### config.mk
export PLATFORM = sky130hd
export DESIGN_NAME = usb2_link_state_ctrl
export DESIGN_NICKNAME = d
export VERILOG_FILES = /design/src/rtl/usb2_link_state_ctrl.sv
export SDC_FILE = /design/constraint.sdc
export NUM_CORES = 1
export LEC_CHECK = 0
export ABC_AREA = 1
export BUFFER_PORTS_ARGS = -buffer_cell sky130_fd_sc_hd__buf_2
export CAP_MARGIN = 15
export CORE_ASPECT_RATIO = 0.8
export CORE_MARGIN = 2
export CORE_UTILIZATION = 60
export CTS_CLUSTER_DIAMETER = 200
export DETAILED_ROUTE_END_ITERATION = 12
export PLACE_DENSITY = 0.84
export SLEW_MARGIN = 20
export SYNTH_ARGS = -nofsm -noshare
export SYNTH_HDL_FRONTEND = slang
export SYNTH_SLANG_ARGS = --single-unit
### constraint.sdc
create_clock -name i_clk -period 3.2 [get_ports i_clk]
set_input_delay 0.48 -clock i_clk [delete_from_list [all_inputs] [get_ports i_clk]]
set_output_delay 0.48 -clock i_clk [all_outputs]
set_load 0.02 [all_outputs]
### src/rtl/usb2_link_state_ctrl.sv
// Purpose: device-side USB 2.0 link sequencer (attach, bus reset, HS chirp, suspend/resume) driving UTMI controls.
// Latency: state and all UTMI/status outputs are registered, so outputs follow a line event after one clock.
// Backpressure: none, linestate is sampled every cycle. Define USB2_REMOTE_WAKEUP_EN to add remote wakeup (state 9).
module usb2_link_state_ctrl #(
  parameter int RST_SE0_CYC    = 120,
  parameter int SUSP_IDLE_CYC  = 144000,
  parameter int REVERT_CYC     = 9600,
  parameter int CHIRP_K_CYC    = 48000,
  parameter int CHIRP_WAIT_CYC = 96000,
  parameter int KJ_MIN_CYC     = 120,
  parameter int CNT_W          = 18
`ifdef USB2_REMOTE_WAKEUP_EN
  ,
  parameter int WAKE_MIN_CYC   = 240000,
  parameter int RWAKE_K_CYC    = 48000
`endif
) (
  input  logic       i_clk,
  input  logic       i_rst,
  input  logic       i_connect,
  input  logic       i_hs_capable,
  input  logic [1:0] i_linestate,
  output logic [1:0] o_xcvrselect,
  output logic       o_termselect,
  output logic [1:0] o_opmode,
  output logic       o_suspendm,
  output logic       o_chirp_tx,
  output logic       o_bus_reset,
  output logic       o_hs_mode,
  output logic [3:0] o_state
`ifdef USB2_REMOTE_WAKEUP_EN
  ,
  input  logic       i_wakeup_req,
  output logic       o_resume_tx
`endif
);

  typedef enum logic [3:0] {
    ST_DETACHED   = 4'd0,
    ST_FS_IDLE    = 4'd1,
    ST_BUS_RESET  = 4'd2,
    ST_CHIRP_K    = 4'd3,
    ST_CHIRP_WAIT = 4'd4,
    ST_HS_IDLE    = 4'd5,
    ST_HS_REVERT  = 4'd6,
    ST_SUSPEND    = 4'd7,
    ST_RESUME     = 4'd8,
    ST_RWAKE      = 4'd9
  } state_t;

  localparam logic [1:0] LS_SE0 = 2'b00;
  localparam logic [1:0] LS_J   = 2'b01;
  localparam logic [1:0] LS_K   = 2'b10;

  localparam logic [CNT_W-1:0] CNT_MAX         = '1;
  localparam logic [CNT_W-1:0] RST_SE0_N       = CNT_W'(RST_SE0_CYC);
  localparam logic [CNT_W-1:0] SUSP_IDLE_N     = CNT_W'(SUSP_IDLE_CYC);
  localparam logic [CNT_W-1:0] KJ_MIN_N        = CNT_W'(KJ_MIN_CYC);
  localparam logic [CNT_W-1:0] REVERT_LAST     = CNT_W'(REVERT_CYC - 1);
  localparam logic [CNT_W-1:0] CHIRP_K_LAST    = CNT_W'(CHIRP_K_CYC - 1);
  localparam logic [CNT_W-1:0] CHIRP_WAIT_LAST = CNT_W'(CHIRP_WAIT_CYC - 1);
`ifdef USB2_REMOTE_WAKEUP_EN
  localparam logic [CNT_W-1:0] WAKE_MIN_N      = CNT_W'(WAKE_MIN_CYC);
  localparam logic [CNT_W-1:0] RWAKE_LAST      = CNT_W'(RWAKE_K_CYC - 1);
`endif

  state_t           state, next_state;
  logic             state_chg;
  logic [1:0]       ls_q;        // linestate seen last cycle
  logic [CNT_W-1:0] run_cnt;     // length of the ls_q run up to last cycle, within this state
  logic [CNT_W-1:0] run_len;     // length of the current run including this cycle
  logic [CNT_W-1:0] phase;       // cycles since entering the current state (0 on first cycle)
  logic             got_k, got_k_d;
  logic [1:0]       pairs, pairs_d;
  logic             seen_se0, seen_se0_d;
  logic             hs_mode_d;
  logic [1:0]       xcvr_d, opmode_d;
  logic             term_d, susp_d, chirp_d, bus_reset_d;
`ifdef USB2_REMOTE_WAKEUP_EN
  logic             resume_d;
`endif

  assign state_chg = (next_state != state);
  assign o_state   = state;

  // Current run length: extends the stored run when the line holds, else starts at one.
  always_comb begin
    run_len = CNT_W'(1);
    if (i_linestate == ls_q) begin
      run_len = (run_cnt == CNT_MAX) ? CNT_MAX : run_cnt + CNT_W'(1);
    end
  end

  // Next-state decision, chirp pair tracking and HS-mode flag.
  always_comb begin
    next_state = state;
    hs_mode_d  = o_hs_mode;
    got_k_d    = got_k;
    pairs_d    = pairs;
    seen_se0_d = seen_se0;
    if (!i_connect) begin
      next_state = ST_DETACHED;
      hs_mode_d  = 1'b0;
    end else begin
      case (state)
        ST_DETACHED: next_state = ST_FS_IDLE;
        ST_FS_IDLE: begin
          if (i_linestate == LS_SE0 && run_len >= RST_SE0_N)
            next_state = ST_BUS_RESET;
          else if (i_linestate == LS_J && run_len >= SUSP_IDLE_N)
            next_state = ST_SUSPEND;
        end
        ST_BUS_RESET: begin
          if (i_hs_capable)
            next_state = ST_CHIRP_K;
          else if (i_linestate != LS_SE0)
            next_state = ST_FS_IDLE;
        end
        ST_CHIRP_K: begin
          if (phase == CHIRP_K_LAST)
            next_state = ST_CHIRP_WAIT;
        end
        ST_CHIRP_WAIT: begin
          // A host K or J run that ends short breaks the sequence.
          if (i_linestate != ls_q && (ls_q == LS_K || ls_q == LS_J) && run_cnt < KJ_MIN_N) begin
            got_k_d = 1'b0;
            pairs_d = 2'd0;
          end
          // K and J are credited the cycle their run reaches the minimum length.
          if (i_linestate == LS_K && run_len == KJ_MIN_N) begin
            got_k_d = 1'b1;
          end else if (i_linestate == LS_J && run_len == KJ_MIN_N && got_k_d) begin
            got_k_d = 1'b0;
            if (pairs_d == 2'd2) begin
              next_state = ST_HS_IDLE;
              hs_mode_d  = 1'b1;
            end else begin
              pairs_d = pairs_d + 2'd1;
            end
          end
          if (next_state == ST_CHIRP_WAIT && phase == CHIRP_WAIT_LAST)
            next_state = ST_FS_IDLE;
        end
        ST_HS_IDLE: begin
          if (i_linestate == LS_SE0 && run_len >= SUSP_IDLE_N)
            next_state = ST_HS_REVERT;
        end
        ST_HS_REVERT: begin
          if (phase == REVERT_LAST) begin
            if (i_linestate == LS_J)
              next_state = ST_SUSPEND;
            else if (i_linestate == LS_SE0)
              next_state = ST_BUS_RESET;
            else
              next_state = ST_HS_IDLE;
          end
        end
        ST_SUSPEND: begin
          if (i_linestate == LS_K)
            next_state = ST_RESUME;
          else if (i_linestate == LS_SE0 && run_len >= RST_SE0_N)
            next_state = ST_BUS_RESET;
`ifdef USB2_REMOTE_WAKEUP_EN
          else if (i_wakeup_req && phase >= WAKE_MIN_N)
            next_state = ST_RWAKE;
`endif
        end
        ST_RESUME: begin
          // Resume ends with the host EOP: SE0 followed by J.
          if (i_linestate == LS_SE0)
            seen_se0_d = 1'b1;
          else if (i_linestate == LS_J && seen_se0)
            next_state = o_hs_mode ? ST_HS_IDLE : ST_FS_IDLE;
        end
`ifdef USB2_REMOTE_WAKEUP_EN
        ST_RWAKE: begin
          if (phase == RWAKE_LAST)
            next_state = ST_RESUME;
        end
`endif
        default: next_state = ST_DETACHED;
      endcase
    end
    // Every bus reset drops back to full speed.
    if (next_state == ST_BUS_RESET)
      hs_mode_d = 1'b0;
  end

  // UTMI control decode for the state being entered, so outputs line up with o_state.
  always_comb begin
    xcvr_d      = 2'b01;
    term_d      = 1'b1;
    opmode_d    = 2'b00;
    susp_d      = 1'b1;
    chirp_d     = 1'b0;
    bus_reset_d = (next_state == ST_BUS_RESET) && (state != ST_BUS_RESET);
`ifdef USB2_REMOTE_WAKEUP_EN
    resume_d    = 1'b0;
`endif
    case (next_state)
      ST_DETACHED: begin
        term_d   = 1'b0;
        opmode_d = 2'b01;
      end
      ST_CHIRP_K: begin
        xcvr_d   = 2'b00;
        opmode_d = 2'b10;
        chirp_d  = 1'b1;
      end
      ST_CHIRP_WAIT: xcvr_d = 2'b00;
      ST_HS_IDLE: begin
        xcvr_d = 2'b00;
        term_d = 1'b0;
      end
      ST_SUSPEND: susp_d = 1'b0;
`ifdef USB2_REMOTE_WAKEUP_EN
      ST_RWAKE: begin
        opmode_d = 2'b10;
        resume_d = 1'b1;
      end
`endif
      default: ;
    endcase
  end

  // State, counters, chirp tracking and registered outputs.
  always_ff @(posedge i_clk) begin
    if (i_rst) begin
      state        <= ST_DETACHED;
      ls_q         <= LS_SE0;
      run_cnt      <= '0;
      phase        <= '0;
      got_k        <= 1'b0;
      pairs        <= 2'd0;
      seen_se0     <= 1'b0;
      o_xcvrselect <= 2'b01;
      o_termselect <= 1'b0;
      o_opmode     <= 2'b01;
      o_suspendm   <= 1'b1;
      o_chirp_tx   <= 1'b0;
      o_bus_reset  <= 1'b0;
      o_hs_mode    <= 1'b0;
`ifdef USB2_REMOTE_WAKEUP_EN
      o_resume_tx  <= 1'b0;
`endif
    end else begin
      state        <= next_state;
      ls_q         <= i_linestate;
      run_cnt      <= state_chg ? '0 : run_len;
      phase        <= state_chg ? '0 : ((phase == CNT_MAX) ? phase : phase + CNT_W'(1));
      got_k        <= state_chg ? 1'b0 : got_k_d;
      pairs        <= state_chg ? 2'd0 : pairs_d;
      seen_se0     <= state_chg ? 1'b0 : seen_se0_d;
      o_xcvrselect <= xcvr_d;
      o_termselect <= term_d;
      o_opmode     <= opmode_d;
      o_suspendm   <= susp_d;
      o_chirp_tx   <= chirp_d;
      o_bus_reset  <= bus_reset_d;
      o_hs_mode    <= hs_mode_d;
`ifdef USB2_REMOTE_WAKEUP_EN
      o_resume_tx  <= resume_d;
`endif
    end
  end

endmodule

* Yosys cells after proc, flatten, opt, wreduce, memory -nomap -nowiden
Index checks and enable logic that the tools add are counted.
** Word-level totals
- Register bits :: 55
- Latch bits :: 0
- Memory bits (writable) :: 0
- Memory bits (read-only) :: 0
- Input port bits :: 6
- Output and inout port bits :: 13
- Memories :: 0
** Operators by class
- Add/sub/neg operators :: 3
- Multipliers :: 0
- Divide/modulo/power cells :: 0
- $lt $le $gt $ge :: 3
- Eq/ne operators :: 29
- Shift operators :: 0
- Muxes and demuxes :: 40
- Bitwise gates (word level) :: 2
- Reduce and logical (&&, ||, !) cells :: 23
** Operators by type and width (number)
- two-way mux 4 bit :: 18
- adder 18 x 1 -> 18 bit (second input constant) :: 2
- == test 18 bit (second input constant) :: 2
- two-way mux 18 bit :: 2
- one-hot mux 4 bit (9 select lines) :: 1
- == test 4 x 3 -> 1 bit (second input constant) :: 8
- == test 18 x 14 -> 1 bit (second input constant) :: 1
- == test 18 x 16 -> 1 bit (second input constant) :: 1
- == test 18 x 17 -> 1 bit (second input constant) :: 1
- == test 18 x 7 -> 1 bit (second input constant) :: 1
- greater-or-equal comparator 18 bit (second input constant) :: 1
- greater-or-equal comparator 18 x 7 -> 1 bit (second input constant) :: 1
- less-than comparator 18 x 7 -> 1 bit (second input constant) :: 1
- == test 4 x 2 -> 1 bit (second input constant) :: 4
- two-way mux 2 bit :: 6
- logical AND 1 bit :: 11
- two-way mux 1 bit :: 9
- two-way mux 3 bit :: 3
- logical NOT 4 bit :: 2
- == test 2 bit (second input constant) :: 3
- OR reduction 3 bit :: 2
- == test 2 x 1 -> 1 bit (second input constant) :: 2
- == test 4 x 1 -> 1 bit (second input constant) :: 1
- == test 4 bit (second input constant) :: 1
- 14 further kinds :: 16

* Depth between registers and ports, before layout
- Word-level depth :: 21
- Gate-level depth with buffers :: 24
- Depth with buffers taken out :: 23

* Worst setup path before layout
Ideal clock, no wire load.
- Path kind :: input-to-reg
- Start :: input i_linestate[1]
- End :: register phase[10]
- Arrival time :: 2.519 ns
- Setup slack :: 0.561 ns
- Cell stages on the path :: 19
- Path buffers :: 2
- Path through :: inv_2 -> or2_1 -> nand3_1 -> inv_2 -> buf_6 -> nor3_1 -> nand4_1 -> nand2_1 -> ha_1 -> inv_1 -> nor2_1 -> nand4_2 -> nand4_2 -> nand3_1 -> nand2_1 -> nor2_2 -> nand2_2 -> buf_6 -> nor2_4
** Between the ends
- Longest elaborated chain between the ends :: 19
- Elaborated cells between the ends (all ways) :: 50
- Classes of those cells :: order compare (2); eq/ne (8); mux (27); reduce/logical (13)
** RTL lines
- start: declaration :: RTL line 22 : input logic [1:0] i_linestate,
- inequality test 2 bit :: RTL line 125 : if (i_linestate != ls_q && (ls_q == LS_K || ls_q == LS_J) && run_cnt < KJ_MIN_N) begin
- logical AND 1 bit (2 in series) :: RTL line 125
- two-way mux 2 bit :: RTL line 125
- two-way mux 2 bit :: RTL line 105 : case (state)
- two-way mux 2 bit :: RTL line 101 : if (!i_connect) begin
- == test 2 bit :: RTL line 134 : if (pairs_d == 2'd2) begin
- two-way mux 4 bit :: RTL line 134
- two-way mux 4 bit :: RTL line 132 : end else if (i_linestate == LS_J && run_len == KJ_MIN_N && got_k_d) begin
- (+2 left out)
- two-way mux 4 bit :: RTL line 101
- == test 4 x 3 -> 1 bit :: RTL line 141 : if (next_state == ST_CHIRP_WAIT && phase == CHIRP_WAIT_LAST)
- logical AND 1 bit :: RTL line 141
- two-way mux 4 bit :: RTL line 141
- one-hot mux 4 bit (9 select lines) * :: RTL line 105
- two-way mux 4 bit * :: RTL line 101
- inequality test 4 bit * :: RTL line 83 : assign state_chg = (next_state != state);
- OR reduction 2 bit (no line) *
- end signal: assignment :: RTL line 250 : phase <= state_chg ? '0 : ((phase == CNT_MAX) ? phase : phase + CNT_W'(1));
- end: declaration :: RTL line 72 : logic [CNT_W-1:0] phase;
Mark *: on every way between the ends. The rest lies on a longest branch, timed or not. The select of a mux whose other input is x is not followed.
A chain may end at the register's enable or synchronous reset.

* Worst setup path after layout
- Start :: register run_cnt[0]
- End :: register run_cnt[7]
** Between the ends
- Longest elaborated chain between the ends :: 18
- Elaborated cells between the ends (all ways) :: 39
- Classes of those cells :: add/sub (1); order compare (3); eq/ne (5); mux (21); reduce/logical (9)
** RTL lines
- start: declaration :: RTL line 70 : logic [CNT_W-1:0] run_cnt;
- start signal: assignment :: RTL line 249 : run_cnt <= state_chg ? '0 : run_len;
- parallel branches: the longest is 18 deep, another holds adder 18 x 1 -> 18 bit
Several ways; the timed one is not identified. The select of a mux whose other input is x is not followed.

==> results.txt <==
- The run finished with clean final reports.
- Switching power share of the total: 24.17%
- Multiplexer cells account for 0% of the synthesized area.
* Number of nets at the end of the flow: 561
* IO buf count: 17
- Summed over all nets, the half-perimeter wirelength after detailed placement is 6191 um.
* Static power due to leakage: 1.704 nW
* First-pass GRT wire length: 13890 um
- Fill cells in the final layout number 540.
* WS Path Type: flop to flop
- Clock tree synthesis selected as its root buffer the cell clkbuf_8.
- The internal portion of the total power is 0.9492 mW.
* I/O pin cnt: 19
- In this run the cell area measured after placement is 0.003701 mm2.
* Num rows: 25
- Number of antenna violations at the first check in global routing: 0
* Sequential-to-total area share from yosys stat: 30.25%
* Proportion of layout cells with a drive suffix above 1: 19.57%
* Total count of hold-check failures in the final report: 0
- Area contributors post-synth: dfxtp_1 (30%), nand2_1 (13%), inv_1 (7.5%), nand3_1 (6.4%), nor2_2 (6.1%)
- Yosys mapped the design onto 42 distinct sky130hd cell types.
- Post-Synthesis Cell Area: 0.003573 mm2
- At the worst endpoint, the arrival time is 3.10 ns.
* Clock network power share: 36.1%
- Placed cells: 623
- Number of DRC violations after detailed routing: 0
* Critical path peak fanout: 10
- Wire length per cell after detailed routing: 13.23 um
- Measured against its own limit, the worst slew margin works out to 61.11%.
- By area, the combinational part of the netlist is dominated by simple AND/OR/NAND/NOR gates.
- In this run the power spent charging and discharging nets is 0.3026 mW.
- Measured along the y axis, the die boundary spans 73.03 um.
- TritonCTS built the clock tree.
- Simple-Gate Fraction of Synth Area: 47.13%
- Number of antenna-violating nets in the routed design: 0
* Share of synthesized cell area in full adder, half adder and majority cells: 1.401%
- After the flow finishes, the layout carries non-filler instances totaling 633.
- 0 antenna diodes ended up in the layout.
- STA classifies the critical path endpoint as a flop.
- Startpoint type of the worst setup path: flop
- Max-cap violations in this run came to 0.
- Combinational logic is responsible for 9.2% of the overall power.
- Detailed router's first-iteration violation count: 296
- The die covers 0.006593 mm2.
* FF+latch area: 0.001081 mm2
* Seq cells post-synth: 54
* Setup-failing EPs final: 0
- Share of power burned in registers: 54.7%
* Core Region: 0.005818 mm2
* Clock-pin slew of the registers on the worst-case setup and hold paths: 0.10 ns
* Number of instances in the synthesized netlist: 534
- The total overflow left after global routing is 0.
- The finished cells cover 0.003861 mm2.
* Number of global-route vias before repair: 3070
- Total power divided by cell area: 324.2 mW/mm2
* Peak supply drop: 229.1 uV
- The number of hold buffers added after CTS was 0.
- Post-detailed-routing wire length: 8375 um
- The floorplan step set the die width to 90.28 um.
* Number of buffers added for setup after CTS: 0
- The later pin in the worst-skew pair is clocked with a latency of 0.31 ns.
- For this run, the total global-route usage over all layers was measured as 25.50%.
- The final critical path takes up 90.71% of the cycle.
- The Yosys step of the flow raised 0 warnings.
- Area fraction in compound gates after synthesis: 5.637%
* Final TNS setup: 0 ns
- Largest net degree at the start of global routing: 41
- Via density per instance: 5.411
* Time the worst path needs with I/O delays and setup: 2.903 ns
- Derived from the worst setup path, the maximum achievable clock frequency is 0.3445 GHz.
* Slew Limit Fails: 0
* RSZ-0062 raised after global routing: false
* Area of combinational cells with multiple inputs: 0.002123 mm2
- The largest total area in the synthesized netlist belongs to dfxtp_1.
- Share of the synthesized area in the top cell type: 30.25%
- No sink is reached through more buffers than the 2 on the longest clock path.
* Worst Hold Class: input port to flop
* Final estimated routing congestion in global placement: 0.9116
- Total via count in the routed design: 3425
- Syn Area/Cell: 6.692 um2
- Share of the synthesized netlist area taken by xor and xnor gates: 4.657%
- Number of clock buffers inserted by TritonCTS: 5
- From synthesis to final layout, the design area changed by 8.053%.
- Initial Utilization: 61.42%
- Slew of the pin with the lowest slew margin: 0.5781 ns
* Detailed-router iteration count before antenna repair: 5
* Number of gates resized after CTS: 0
- Syn nets: 544
- H-tree Lvls: 2
- Across the routed clock network, the largest skew measured is 0.01322 ns.
- Data required, critical path: 3.40 ns
* Total number of clock tree sinks: 54
## critical path, stage by stage (launching register included)
cell and delay [ns]:
dfxtp_1 0.37, ha_2 0.21, nand3_1 0.16, nor2_4 0.17, nand3_1 0.09, nand2_1 0.06
nand3_1 0.07, nand2_1 0.15, nand2_1 0.12, nor2_2 0.15, nand2_1 0.08, nor2_2 0.16
nand4_2 0.16, nand4_2 0.19, nand3_1 0.09, nand2_1 0.08, nor2_2 0.04, nand2_2 0.14
buf_6 0.25, nor2_2 0.04
## power groups by stage
stage | logic, mW | clock network (mW) | registers, mW
global placement | 0.102 | 0 | 0.699
detailed placement | 0.103 | 0 | 0.700
floorplan | 0.0813 | 0 | 0.702
CTS | 0.103 | 0.455 | 0.684
finish | 0.115 | 0.452 | 0.684
global route | 0.127 | 0.477 | 0.685
## metal layers
metal	global-route usage (%)	vias up	wire, um
met2	40.52	146	3712
met5	0	-	0
met4	6.154	0	74
met1	36.93	1542	3954
li1	-	1727	-
met3	3.616	10	633
## layout by cell type, fill, tap and decap left out, types with 16 or more instances in the layout
| cell | Yosys | final |
|---|---|---|
| nor2_4 | 15 | 16 |
| nand4_1 | 16 | 16 |
| nor3_1 | 22 | 22 |
| nand3_1 | 46 | 45 |
| nor2_1 | 49 | 47 |
| inv_1 | 71 | 71 |
| dfxtp_1 | 54 | 54 |
| nand2_1 | 125 | 125 |
| buf_2 | 3 | 17 |
| nor2_2 | 35 | 36 |
## synth_stat cells (all sizes together)
cell type	count
and2	2
a31oi	1
o211ai	2
o22ai	1
nor4	4
nor2	99
nand2	135
o2111ai	1
a31o	1
nand4	18
clkbuf	3
nand3	50
o32ai	1
or2	2
xor2	14
nor3	22
ha	4
inv	76
a21o	1
buf	10
o21ai	10
a21oi	11
and3	2
dfxtp	54
o21bai	1
xnor2	5
conb	1
o211a	1
nand3b	1
a221o	1
## registers in the layout (all words and copies together) (netlist names), 2 cells and up
register / flops
phase: 18
run_cnt: 18
o_state: 4
ls_q: 2
o_opmode: 2
pairs: 2
## worst paths after layout
kind                                            start               endpoint  slack, ns  cells after the start
worst min-delay path                            i_rst  o_state[3]$_SDFF_PP0_       0.45                      2
worst min register to register  seen_se0$_SDFFE_PP0P_  seen_se0$_SDFFE_PP0P_       0.52                      2
worst max-delay path            run_cnt[0]$_SDFF_PP0_  run_cnt[7]$_SDFF_PP0_       0.30                     19
worst max register to register  run_cnt[0]$_SDFF_PP0_  run_cnt[7]$_SDFF_PP0_       0.30                     19
## kinds of logic (layout without fill, tap and decap cells)
family / after synthesis / in the layout
compound gates: 32 / 32
xor+xnor: 19 / 19
fa+ha+maj: 4 / 4
buf+inv: 89 / 107
flops: 54 / 54
other cells: 1 / 1
simple gates: 335 / 335
## cell type report
class / count / area share (%)
Multi-Input combinational cell: 391 / 54.99
Sequential cell: 54 / 28.00
Inverter: 76 / 7.388
Timing Repair Buffer: 23 / 4.245
Tap cell: 81 / 2.625
Clock buffer: 7 / 1.977
Clock inverter: 1 / 0.7777
## per-stage QoR
step / power [mW] / setup WS [ns] / hold WS, ns / util (%)
floorplan: 0.7831 / 0.5612 / 0.4607 / -
global placement: 0.8013 / 0.1813 / 0.4734 / 63.61
detailed placement: 0.8027 / 0.1163 / 0.4942 / 63.61
CTS: 1.243 / 0.2103 / 0.4480 / 65.44
global route: 1.289 / 0.01677 / 0.4550 / 66.37
finish: 1.252 / 0.2973 / 0.4500 / 66.37
(Power assumes the default switching activity.)
